File: src/rtl/ps2_pkg.sv
// rtl/ps2_pkg.sv - shared constants, FSM state and event record for the PS/2 scan decoder
package ps2_pkg;

    localparam logic [7:0] PS2_BREAK = 8'hF0;
    localparam logic [7:0] PS2_EXT   = 8'hE0;

    typedef enum logic [1:0] {
        IDLE   = 2'd0,
        DATA   = 2'd1,
        PARITY = 2'd2,
        STOP   = 2'd3
    } ps2_state_e;

    typedef struct packed {
        logic       extended;
        logic       released;
        logic [7:0] code;
    } ps2_event_t;

endpackage

File: src/rtl/ps2_event_fifo.sv
// rtl/ps2_event_fifo.sv - synchronous key-event FIFO; extra pointer MSB separates full from empty
module ps2_event_fifo
    import ps2_pkg::*;
#(
    parameter int DEPTH = 8
) (
    input  logic       clk_i,
    input  logic       rst_i,
    input  logic       push_i,
    input  logic       pop_i,
    input  ps2_event_t wr_data_i,
    output ps2_event_t rd_data_o,
    output logic       full_o,
    output logic       empty_o
);

    localparam int AW = $clog2(DEPTH);

    ps2_event_t    mem_q [DEPTH];
    logic [AW:0]   wr_ptr_q;
    logic [AW:0]   rd_ptr_q;
    logic          wr_en;
    logic          rd_en;

    assign empty_o = (wr_ptr_q == rd_ptr_q);
    assign full_o  = (wr_ptr_q[AW] != rd_ptr_q[AW]) &&
                     (wr_ptr_q[AW-1:0] == rd_ptr_q[AW-1:0]);

    // A push into a full FIFO still lands when the head leaves in the same cycle.
    assign wr_en     = push_i && (!full_o || pop_i);
    assign rd_en     = pop_i && !empty_o;
    assign rd_data_o = mem_q[rd_ptr_q[AW-1:0]];

    always_ff @(posedge clk_i) begin
        if (rst_i) begin
            wr_ptr_q <= '0;
            rd_ptr_q <= '0;
        end else begin
            if (wr_en) begin
                wr_ptr_q <= wr_ptr_q + (AW+1)'(1);
            end
            if (rd_en) begin
                rd_ptr_q <= rd_ptr_q + (AW+1)'(1);
            end
        end
    end

    always_ff @(posedge clk_i) begin
        if (wr_en) begin
            mem_q[wr_ptr_q[AW-1:0]] <= wr_data_i;
        end
    end

endmodule

File: src/rtl/ps2_scan_decoder.sv
// rtl/ps2_scan_decoder.sv - PS/2 frame deserializer with F0/E0 prefix folding and event FIFO
// Optional macro PS2_PARITY_CHECK_EN: reject frames whose odd parity does not hold.
module ps2_scan_decoder
    import ps2_pkg::*;
#(
    parameter int FIFO_DEPTH  = 8,
    parameter int TIMEOUT_CYC = 10000
) (
    input  logic       clk,
    input  logic       rst,
    input  logic       ps2_clk,
    input  logic       ps2_data,
    output logic       ev_valid,
    input  logic       ev_ready,
    output logic [7:0] scan_code,
    output logic       key_released,
    output logic       extended,
    output logic       overflow,
    output logic       frame_err
);

    localparam int TW = $clog2(TIMEOUT_CYC + 1);

    ps2_state_e    state_q, state_d;
    logic [2:0]    clk_sync_q;
    logic [1:0]    data_sync_q;
    logic [2:0]    bit_cnt_q;
    logic [7:0]    shift_q;
    logic          parity_q;
    logic [TW-1:0] tmo_q;
    logic          brk_pend_q;
    logic          ext_pend_q;
    logic          frame_err_q;
    logic          overflow_q;

    logic          fall;
    logic          data_s;
    logic          timeout;
    logic          par_ok;
    logic          stop_fall;
    logic          good_byte;
    logic          bad_frame;
    logic          push;
    logic          clr_flags;
    logic          frame_err_d;

    logic          fifo_full;
    logic          fifo_empty;
    logic          pop;
    ps2_event_t    head;
    ps2_event_t    new_ev;

    assign fall    = clk_sync_q[2] & ~clk_sync_q[1];
    assign data_s  = data_sync_q[1];
    assign timeout = (state_q != IDLE) && (tmo_q == TW'(TIMEOUT_CYC));

    always_ff @(posedge clk) begin
        if (rst) begin
            state_q <= IDLE;
        end else begin
            state_q <= state_d;
        end
    end

    always_comb begin
        state_d = state_q;
        if (timeout) begin
            state_d = IDLE;
        end else if (fall) begin
            case (state_q)
                IDLE:    state_d = data_s ? IDLE : DATA;
                DATA:    state_d = (bit_cnt_q == 3'd7) ? PARITY : DATA;
                PARITY:  state_d = STOP;
                STOP:    state_d = IDLE;
                default: state_d = IDLE;
            endcase
        end
    end

    always_comb begin
`ifdef PS2_PARITY_CHECK_EN
        par_ok = ^{shift_q, parity_q};
`else
        par_ok = parity_q | 1'b1;
`endif
        stop_fall   = (state_q == STOP) && fall && !timeout;
        good_byte   = stop_fall && data_s && par_ok;
        bad_frame   = stop_fall && !(data_s && par_ok);
        push        = good_byte && (shift_q != PS2_BREAK) && (shift_q != PS2_EXT);
        clr_flags   = bad_frame || timeout || push;
        frame_err_d = ((state_q == IDLE) && fall && data_s) || bad_frame || timeout;
    end

    always_ff @(posedge clk) begin
        if (rst) begin
            clk_sync_q  <= 3'b111;
            data_sync_q <= 2'b11;
            bit_cnt_q   <= '0;
            shift_q     <= '0;
            parity_q    <= 1'b0;
            tmo_q       <= '0;
            brk_pend_q  <= 1'b0;
            ext_pend_q  <= 1'b0;
            frame_err_q <= 1'b0;
            overflow_q  <= 1'b0;
        end else begin
            clk_sync_q  <= {clk_sync_q[1:0], ps2_clk};
            data_sync_q <= {data_sync_q[0], ps2_data};
            tmo_q       <= (state_q == IDLE || fall) ? '0 : tmo_q + TW'(1);
            if (fall) begin
                case (state_q)
                    IDLE:   bit_cnt_q <= '0;
                    DATA: begin
                        shift_q   <= {data_s, shift_q[7:1]};
                        bit_cnt_q <= bit_cnt_q + 3'd1;
                    end
                    PARITY: parity_q <= data_s;
                    default: ;
                endcase
            end
            if (clr_flags) begin
                brk_pend_q <= 1'b0;
                ext_pend_q <= 1'b0;
            end else if (good_byte && shift_q == PS2_BREAK) begin
                brk_pend_q <= 1'b1;
            end else if (good_byte && shift_q == PS2_EXT) begin
                ext_pend_q <= 1'b1;
            end
            frame_err_q <= frame_err_d;
            if (push && fifo_full && !pop) begin
                overflow_q <= 1'b1;
            end
        end
    end

    assign new_ev = '{extended: ext_pend_q, released: brk_pend_q, code: shift_q};
    assign pop    = ev_valid && ev_ready;

    ps2_event_fifo #(
        .DEPTH(FIFO_DEPTH)
    ) u_fifo (
        .clk_i     (clk),
        .rst_i     (rst),
        .push_i    (push),
        .pop_i     (pop),
        .wr_data_i (new_ev),
        .rd_data_o (head),
        .full_o    (fifo_full),
        .empty_o   (fifo_empty)
    );

    assign ev_valid     = !fifo_empty;
    assign scan_code    = ev_valid ? head.code : 8'h00;
    assign key_released = ev_valid && head.released;
    assign extended     = ev_valid && head.extended;
    assign overflow     = overflow_q;
    assign frame_err    = frame_err_q;

endmodule

File: config.mk
export PLATFORM = sky130hd
export DESIGN_NAME = ps2_scan_decoder
export DESIGN_NICKNAME = d
export VERILOG_FILES = /design/src/rtl/ps2_pkg.sv /design/src/rtl/ps2_event_fifo.sv /design/src/rtl/ps2_scan_decoder.sv
export SDC_FILE = /design/constraint.sdc
export NUM_CORES = 1
export LEC_CHECK = 0
export ABC_AREA = 1
export ABC_CLOCK_PERIOD_IN_PS = 5200
export BUFFER_PORTS_ARGS = -buffer_cell sky130_fd_sc_hd__buf_4
export CAP_MARGIN = 15
export CORE_ASPECT_RATIO = 2
export CORE_MARGIN = 2
export CORE_UTILIZATION = 56
export CTS_CLUSTER_DIAMETER = 60
export DETAILED_ROUTE_END_ITERATION = 6
export GPL_TIMING_DRIVEN = 1
export PLACE_DENSITY_LB_ADDON = 0.1
export SYNTH_ARGS = -nofsm -noshare
export SYNTH_HDL_FRONTEND = slang
export SYNTH_SLANG_ARGS = --single-unit
File: constraint.sdc
create_clock -name clk -period 5.2 [get_ports clk]
set_input_delay 0.78 -clock clk [delete_from_list [all_inputs] [get_ports clk]]
set_output_delay 0.78 -clock clk [all_outputs]
set_load 0.05 [all_outputs]
-- After elaboration in Yosys (flattened, before gate mapping)
Memories as Yosys holds them, arrays and structs flattened. A register that Yosys moved wholly into a read port is not among the register bits.
Index checks and enable logic that the tools add are counted.
W data, S select, Z words.
- logic and storage cells: 80
- memories kept: 1
- latch bits: 0
- output and inout port bits: 13
- register bits: 44
- input bits: 5
- RAM bits: 80
- memory bits (read-only): 0
- reduce and logical (&&, ||, !) cells: 39
- bitwise gates (word level): 3
- multiplexer cells: 9
- multipliers: 0
- equality and inequality tests: 12
- add/sub/neg operators: 4
- div/mod/pow operators: 0
- shift operators: 0
- order comparisons: 0
- memory list (memory ; words ; width ; rd ports ; clocked after memory_dff ; write ports ; line ; RTL):
    u_fifo.mem_q ; 8 ; 10 ; 1 ; 1 ; 1 ; ps2_event_fifo.sv:19 ; ps2_event_t mem_q [DEPTH];
- operator list (kind ; number):
    $logic_and A1 B1 Y1 ; 19
    $eq A8 B8 Y1 const B ; 2
    $ne A8 B8 Y1 const B ; 2
    $add A14 B1 Y14 const B ; 1
    $eq A14 B14 Y1 const B ; 1
    $add A4 B1 Y4 const B ; 2
    $mux W8 ; 1
    $pmux W2 S4 ; 1
    $logic_or A1 B1 Y1 ; 6
    $mux W3 ; 2
    $pmux W3 S2 ; 1
    $reduce_and A2 Y1 ; 3
    $reduce_or A2 Y1 ; 3
    $logic_not A1 Y1 ; 5
    $eq A2 B2 Y1 const B ; 2
    $eq A4 B4 Y1 ; 1
    $reduce_bool A2 Y1 ; 2
    $add A3 B1 Y3 const B ; 1
    $eq A3 B3 Y1 ; 1
    $eq A3 B3 Y1 const B ; 1
    $mux W1 ; 3
    $eq A2 B1 Y1 const B ; 1
    $logic_not A2 Y1 ; 1
    $mux W2 ; 1
    other kinds (3) ; 4

-- Longest topological paths before layout
Gate-level depths: netlist of the first run.
- depth after elaboration: 10
- depth in mapped cells: 12
- gate-level depth less buffers: 12

-- Cells and area by module
Synthesis of the first run repeated with hierarchy kept, for this count alone.
- cell total of the unflattened synthesis: 540
- area total of the unflattened synthesis: 5380.2 um2
- by module, submodules not included (module ; seq. area each (um2) ; area an instance (um2) ; cells each ; instances):
    ps2_event_fifo ; 2622.5 ; 3722.3 ; 313 ; 1
    ps2_scan_decoder ; 720.7 ; 1657.8 ; 227 ; 1

-- Worst setup path after synthesis of the first run
Ideal clock, no wire load.
- path type: reg-to-output
- start: register u_fifo.wr_ptr_q[2]
- end: output port key_released
- arrival time: 1884 ps
- setup slack: 2536 ps
- data required time: 4420 ps
- cell stages (with the launch flop): 8
- cells stage by stage: dfxtp_1 -> buf_4 -> xor2_1 -> nor2_1 -> nand2_2 -> buf_4 -> o21ai_0 -> nor2_1
- word-level cells in the longest chain between the ends: 3
- ends and longest elaborated chain (item ; line ; RTL):
    start: declaration ; ps2_event_fifo.sv:20 ; logic [AW:0] wr_ptr_q;
    start signal: assignment ; ps2_event_fifo.sv:40 ; wr_ptr_q <= wr_ptr_q + (AW+1)'(1);
    $eq A4 B4 Y1 ; ps2_event_fifo.sv:25 ; assign empty_o = (wr_ptr_q == rd_ptr_q);
    $logic_not A1 Y1 ; ps2_scan_decoder.sv:152 ; assign ev_valid = !fifo_empty;
    named net ev_valid ; ps2_scan_decoder.sv:13 ; output logic ev_valid,
    $logic_and A1 B1 Y1 ; ps2_scan_decoder.sv:154 ; assign key_released = ev_valid && head.released;
    end: declaration ; ps2_scan_decoder.sv:16 ; output logic key_released,
The timed path passes the listed nets, and every way through them passes these cells.

==> out/qor.yml, run 1 <==
sta:
  fin_crit_ns: 3.078
  finalCritPeriodShare_pct: 59.19
  drv_slew: 0
  worstMarginPinSlew_ns: 1.010
  fin_tns_setup_ns: 0
  relSlewSlack_pct: 32.28
  fin_skew_ns: 0.009304
  fmax_mhz: 324.9
  hold_viol_final: 0
  rsz0062_at_grt: "false"
  setup_violations: 0
global_routing:
  antenna_found_initial: 0
  grt_pass1_wl_um: 17330
  grt_use_met3_pct: 6.076
  grt_max_degree: 42
  met2_usage_pct: 36.79
  globalRoute.busiestLayer: "met2"
  use_met1_pct: 28.90
  overflow: 0
  grt_usage_pct: 22.86
  grt_pass1_vias: 3482
clocking:
  cts_resized: 0
  htreeDepth: 4
  cts-buffers-inserted: 17
  clkLatencyLatePin_ns: 0.42
  cts.hold.buffers_added: 0
  post-cts-setup-buffer-count: 0
  cts_tree: "done"
  path_clk_slew_ns: 0.05
  clk_path_buf_depth: 2
  cts.sinks: 127
  cts-root-buf: "clkbuf_16"
pwr:
  finalPower_uw: 2447
  switching_share_pct: 24.68
  comb_power_share_pct: 9.1
  clkPwrFrac_pct: 47.2
  power.switching_uw: 604.0
  pwr-share-seq_pct: 43.7
  internal_power_uw: 1843
  leakagePower_uw: 0.002304
  powerDensity_mw_per_mm2: 401.5
  peakVddDrop_mv: 0.3469
worst_setup_path:
  critPathTopFamily: "buffers and inverters"
  critPathRequiredTime_ns: 4.42
  max_stage_delay_ns: 0.35
  path_depth: 8
  start_kind: "flop"
  crit_arrival_ns: 2.30
  slowest_stage: "inv_1"
  cp_max_fo: 41
  reg2reg_depth: 12
  crit_chain: "buf_4, inv_1, buf_16, nor2_1, o32ai_1, o21ai_0, nor2_1, buf_4"
  timing.setup.critical_path_class: "reg -> out"
  crit_path_end_kind: "output pin"
  critPathBufInv: 4
synth:
  synth_top_area_share_pct: 45.88
  synth_flop_cell: "edfxtp_1"
  yosysSeqAreaShare_pct: 63.85
  synth_top_area_cell: "edfxtp_1"
  yosys_register_bits: 127
  synth_nets: 520
  synthTopCellsByCount: "nor2_1, edfxtp_1, o21ai_0, dfxtp_1, nand2_1"
  yosys-top-cells-area: "edfxtp_1, dfxtp_1, nor2_1, o21ai_0, o32ai_1"
  yosysMostFrequentCell: "nor2_1"
  synth.avg_cell_area_um2: 10.29
  synth_area_mm2: 0.005236
  async_reset_ff_share_pct: 0
  synth.distinct_cells: 32
  synthCells: 509
  synth_edf_count: 80
  ys_warn_count: 0
placed_design:
  io_buffers: 17
  place_congestion: 0.7842
  hpwl_um: 6563
floorplanning:
  fp-row-count: 50
  die-area_mm2: 0.01019
  fp.dieW_um: 72.38
  io_pins: 18
  start_util_pct: 56.94
  die_y_um: 140.8
  core_mm2: 0.009196
route:
  wire_per_inst_um: 15.94
  dr.pass1.iters: 4
  drc: 0
  vias_per_cell: 5.440
  drt_iter0_drc: 193
  ant_nets: 0
  vias: 3552
  postRouteWirelength_um: 10410
layout:
  fillCellCount: 746
  fin_nets: 547
  area_delta_synth_final_pct: 16.42
  diodes: 0
  multi_input_area_mm2: 0.001647
  register_area_mm2: 0.003343
  drive_gt1_share_pct: 14.94
flow_run:
  maxCapViolCount: 0
worst_hold_path:
  hp-class: "reg -> reg"
  holdPathStages: 1
status:
  status: "finished, final reports clean"
## worst register-to-register path: stages (launching register included)
cell and delay (ns):
dfxtp_1 0.37, inv_1 0.06, ha_1 0.19, inv_1 0.06, nor2_1 0.04, nand2_1 0.06, nor2_1 0.04, nand2_1 0.16
nand4_4 0.15, nor2_4 0.20, nand2_2 0.10, nor3_1 0.62, buf_4 0.31
## cell type report
cell class,instances,area share [%]
clock inverters,14,2.668
inverters,43,2.648
flip-flops and latches,127,54.84
repair buffers,27,3.654
well taps,104,2.135
clock buffers,18,7.040
multi-input cells,320,27.01
## metrics by stage
stage / setup WS [ns] / cells / hold WS, ns / utilization [%] / area, um2
after global routing: 1.898 / 653 / 0.4197 / 66.29 / 6096
after detailed placement: 2.072 / 620 / 0.3953 / 59.55 / 5477
after global placement: 2.144 / 620 / 0.3912 / 59.55 / 5477
after floorplan: 2.536 / 509 / 0.3895 / - / 5236
after CTS: 1.642 / 652 / 0.4105 / 65.99 / 6068
final: 2.122 / 653 / 0.4082 / 66.29 / 6096
## cell usage in the layout (no fill, tap or decap), types with 5 or more instances in the layout
cell type    n
or2_2        5
nand2_1     41
clkbuf_16   17
xnor2_1      5
buf_4       26
o21ai_0     51
nand3_1     11
a21oi_1     22
nor2_1     123
nand2_2      5
nor3_1       9
o32ai_1     20
clkinv_4     6
dfxtp_1     47
ha_1         6
inv_1       39
edfxtp_1    80
## power by group through the flow
stage	combinational (uW)	clock [uW]	sequential (uW)
2_1_floorplan	160	0	1090
3_3_place_gp	216	0	1090
3_5_place_dp	217	0	1090
4_1_cts	218	1180	1070
5_1_grt	242	1230	1070
6_report	222	1160	1070
## sequential cells by signal, summed over array words and instances, names as in the netlist, 2 cells and up, named ones only
signal	flops
bit_cnt_q	3
clk_sync_q	3
data_sync_q	2
shift_q	8
tmo_q	14
u_fifo.mem_q	80
u_fifo.rd_ptr_q	4
u_fifo.wr_ptr_q	4
## layer usage
layer  part of all wire [%]  vias to the layer above
met3                    4.2                       17
met5                      0                        -
met1                     44                     1664
li1                       -                     1801
met2                     50                       70
met4                    2.0                        0
## worst paths after layout
check | start | end | slack, ns
max | flop | scan_code[1] | 2.12
min | clk_sync_q[0] | clk_sync_q[1] | 0.41
max reg2reg | tmo_q[0] | u_fifo.mem_q[2][9] | 2.56
min reg2reg | clk_sync_q[0] | clk_sync_q[1] | 0.41
## logic make-up after synthesis
group / synth area share (%)
compound gates: 10.82
xor+xnor: 1.649
flops: 63.85
simple gates: 17.54
buf+inv: 4.707
fa+ha+maj: 1.434
(Power assumes the default switching activity.)
==> run 2, diff against run 1 <==
--- a/config.mk
+++ b/config.mk
@@ -6,7 +6,7 @@
 export NUM_CORES = 1
 export LEC_CHECK = 0
 export ABC_AREA = 1
-export ABC_CLOCK_PERIOD_IN_PS = 5200
+export ABC_CLOCK_PERIOD_IN_PS = 3180
 export BUFFER_PORTS_ARGS = -buffer_cell sky130_fd_sc_hd__buf_4
 export CAP_MARGIN = 15
 export CORE_ASPECT_RATIO = 2
==> constraint.sdc (replaced) <==
create_clock -name clk -period 3.18 [get_ports clk]
set_input_delay 0.477 -clock clk [delete_from_list [all_inputs] [get_ports clk]]
set_output_delay 0.477 -clock clk [all_outputs]
set_load 0.05 [all_outputs]
==> out/qor.yml, run 2 (synthesis results as in run 1) <==
pwr:
  powerDensity_mw_per_mm2: 672.6  # was 401.5 mW/mm2
  power.switching_uw: 962.7  # was 604.0 uW
  switching_share_pct: 23.38  # was 24.68%
  comb_power_share_pct: 9.0  # was 9.1%
  leakagePower_uw: 0.002314  # was 0.002304 uW
  finalPower_uw: 4119  # was 2447 uW
  clkPwrFrac_pct: 48.4  # was 47.2%
  pwr-share-seq_pct: 42.6  # was 43.7%
  peakVddDrop_mv: 0.5572  # was 0.3469 mV
  internal_power_uw: 3156  # was 1843 uW
route:
  drc: 0  # unchanged
  dr.pass1.iters: 4  # unchanged
  vias_per_cell: 5.463  # was 5.440
  vias: 3584  # was 3,552
  drt_iter0_drc: 286  # was 193
  postRouteWirelength_um: 10560  # was 10,410 um
  ant_nets: 0  # unchanged
  wire_per_inst_um: 16.09  # was 15.94 um
worst_setup_path:
  critPathRequiredTime_ns: 2.70  # was 4.42 ns
  r2r-end: "u_fifo.mem_q[6][1]"  # was u_fifo.mem_q[2][9]
  r2r_start: "tmo_q[0]"  # unchanged
  r2r_slack_ns: 1.07  # was 2.56 ns
  reg2reg_depth: 12  # unchanged
  start_kind: "flop"  # unchanged
  cp_max_fo: 20  # was 41
  crit_arrival_ns: 2.21  # was 2.30 ns
  crit_path_end_kind: "output pin"  # unchanged
  timing.setup.critical_path_class: "reg -> out"  # unchanged
layout:
  drive_gt1_share_pct: 15.04  # was 14.94%
  final_common_cell: "nor2_1"  # unchanged
  fillCellCount: 724  # was 746
  diodes: 0  # unchanged
  area_delta_synth_final_pct: 16.94  # was 16.42%
  stdcell_area_mm2: 0.006123  # was 0.006096 mm2
  fin_nets: 550  # was 547
  mostFrequentLayoutCells: "nor2_1, edfxtp_1, o21ai_0"  # unchanged
  largest_register_ffs: 80  # unchanged
global_routing:
  grt_max_degree: 41  # was 42
  grt_pass1_wl_um: 16960  # was 17,330 um
  grt_pass1_vias: 3402  # was 3,482
  antenna_found_initial: 0  # unchanged
  overflow: 0  # unchanged
  grt_usage_pct: 22.45  # was 22.86%
clocking:
  cts_tree: "done"  # unchanged
  htreeDepth: 4  # unchanged
  cts-buffers-inserted: 17  # unchanged
  path_clk_slew_ns: 0.05  # about the same
  post-cts-setup-buffer-count: 0  # unchanged
  cts_resized: 0  # unchanged
  cts-root-buf: "clkbuf_16"  # unchanged
  cts.hold.buffers_added: 0  # unchanged
  cts.sinks: 127  # unchanged
  clkLatencyLatePin_ns: 0.41  # was 0.42 ns
  clk_path_buf_depth: 2  # unchanged
floorplanning:
  core_mm2: 0.009196  # unchanged
  start_util_pct: 56.94  # unchanged
  die-area_mm2: 0.01019  # unchanged
  fp.dieW_um: 72.38  # unchanged
  io_pins: 18  # unchanged
  die_y_um: 140.8  # unchanged
  fp-row-count: 50  # unchanged
status:
  status: "finished, final reports clean"  # unchanged
sta:
  relSlewSlack_pct: 47.48  # was 32.28%
  fin_crit_ns: 2.685
  worstMarginPinSlew_ns: 0.7848  # was 1.010 ns
  fmax_mhz: 372.5
  fin_tns_setup_ns: 0  # unchanged
  finalCritPeriodShare_pct: 84.42
  hold_viol_final: 0  # unchanged
  setup_violations: 0  # unchanged
  fin_ws_ns: 0.4955  # was 2.122 ns
  drv_slew: 0  # unchanged
  rsz0062_at_grt: "false"  # unchanged
  fin_skew_ns: 0.007869  # was 0.009304 ns
placed_design:
  place_ws_ns: 0.9971  # was 2.072 ns
  dpl-instance-area_mm2: 0.005507  # was 0.005477 mm2
  io_buffers: 17  # unchanged
  hpwl_um: 6446  # was 6563 um
  place_congestion: 0.7974  # was 0.7842
worst_hold_path:
  holdPathEnd: "data_sync_q[0]"  # was clk_sync_q[1]
  holdCritStartpoint: "ps2_data"  # was clk_sync_q[0]
  hp-class: "in -> reg"  # was reg -> reg
  holdPathStages: 2  # was 1
flow_run:
  maxCapViolCount: 0  # unchanged
-- run 2: changes by cell type in the layout (fill, tap and decap cells not counted) --
cell and change:
buf_16 -1, clkinv_2 +2, inv_6 +1, inv_8 -1
bufinv_16 +2, clkinv_4 -4, clkinv_1 +3, clkbuf_1 -1
clkinvlp_4 -2, buf_4 +4
-- run 2: how the worst max path moves through the flow --
stage | to | depth (start not counted) | from | slack (ns)
2_1_floorplan | u_fifo.mem_q[2][0] | 11 | tmo_q[0] | 0.81
3_3_place_gp | scan_code[3] | 6 | u_fifo.wr_ptr_q[2] | 0.96
3_5_place_dp | scan_code[3] | 6 | u_fifo.wr_ptr_q[2] | 1.0
4_1_cts | scan_code[3] | 6 | flop | 0.47
5_1_grt | scan_code[3] | 6 | flop | 0.36
6_report | scan_code[3] | 6 | flop | 0.50
-- run 2: final cells by class --
cell class,count,area (um2),area share (%)
Inverter,43,161.4,2.636
Multi-Input combinational cell,320,1647,26.89
Sequential cell,127,3343,54.60
Clock inverter,15,191.4,3.126
Timing Repair Buffer,30,225.2,3.678
Tap cell,104,130.1,2.125
Clock buffer,17,425.4,6.947
-- run 2: routing by layer --
metal	vias to the layer above	wire length (um)	GRT usage, %
li1	1808	-	-
met1	1672	4483	28.47
met2	86	5395	36.17
met3	18	505	6.004
met4	0	172	9.259
met5	-	0	0
-- run 2: worst max-delay path, stage by stage (launching register included) --
cell,delay (ns)
dfxtp_1,0.55
buf_4,0.32
nor2_1,0.09
o32ai_1,0.32
o21ai_0,0.12
nor2_1,0.17
buf_4,0.23
-- run 2: stage by stage --
step | util (%) | hold slack [ns] | std cells
after floorplan | - | 0.3895 | 509
after global placement | 59.88 | 0.3949 | 624
after detailed placement | 59.88 | 0.3932 | 624
after CTS | 66.59 | 0.2357 | 656
after global routing | 66.59 | 0.2394 | 656
final | 66.59 | 0.2507 | 656
-- run 2: power by group through the flow --
stage	Clock [uW]	Sequential (uW)	Combinational [uW]
after global placement	0	1790	367
final	1990	1750	371
after detailed placement	0	1790	370
after floorplan	0	1780	271
after global routing	2090	1750	398
after CTS	2020	1750	372
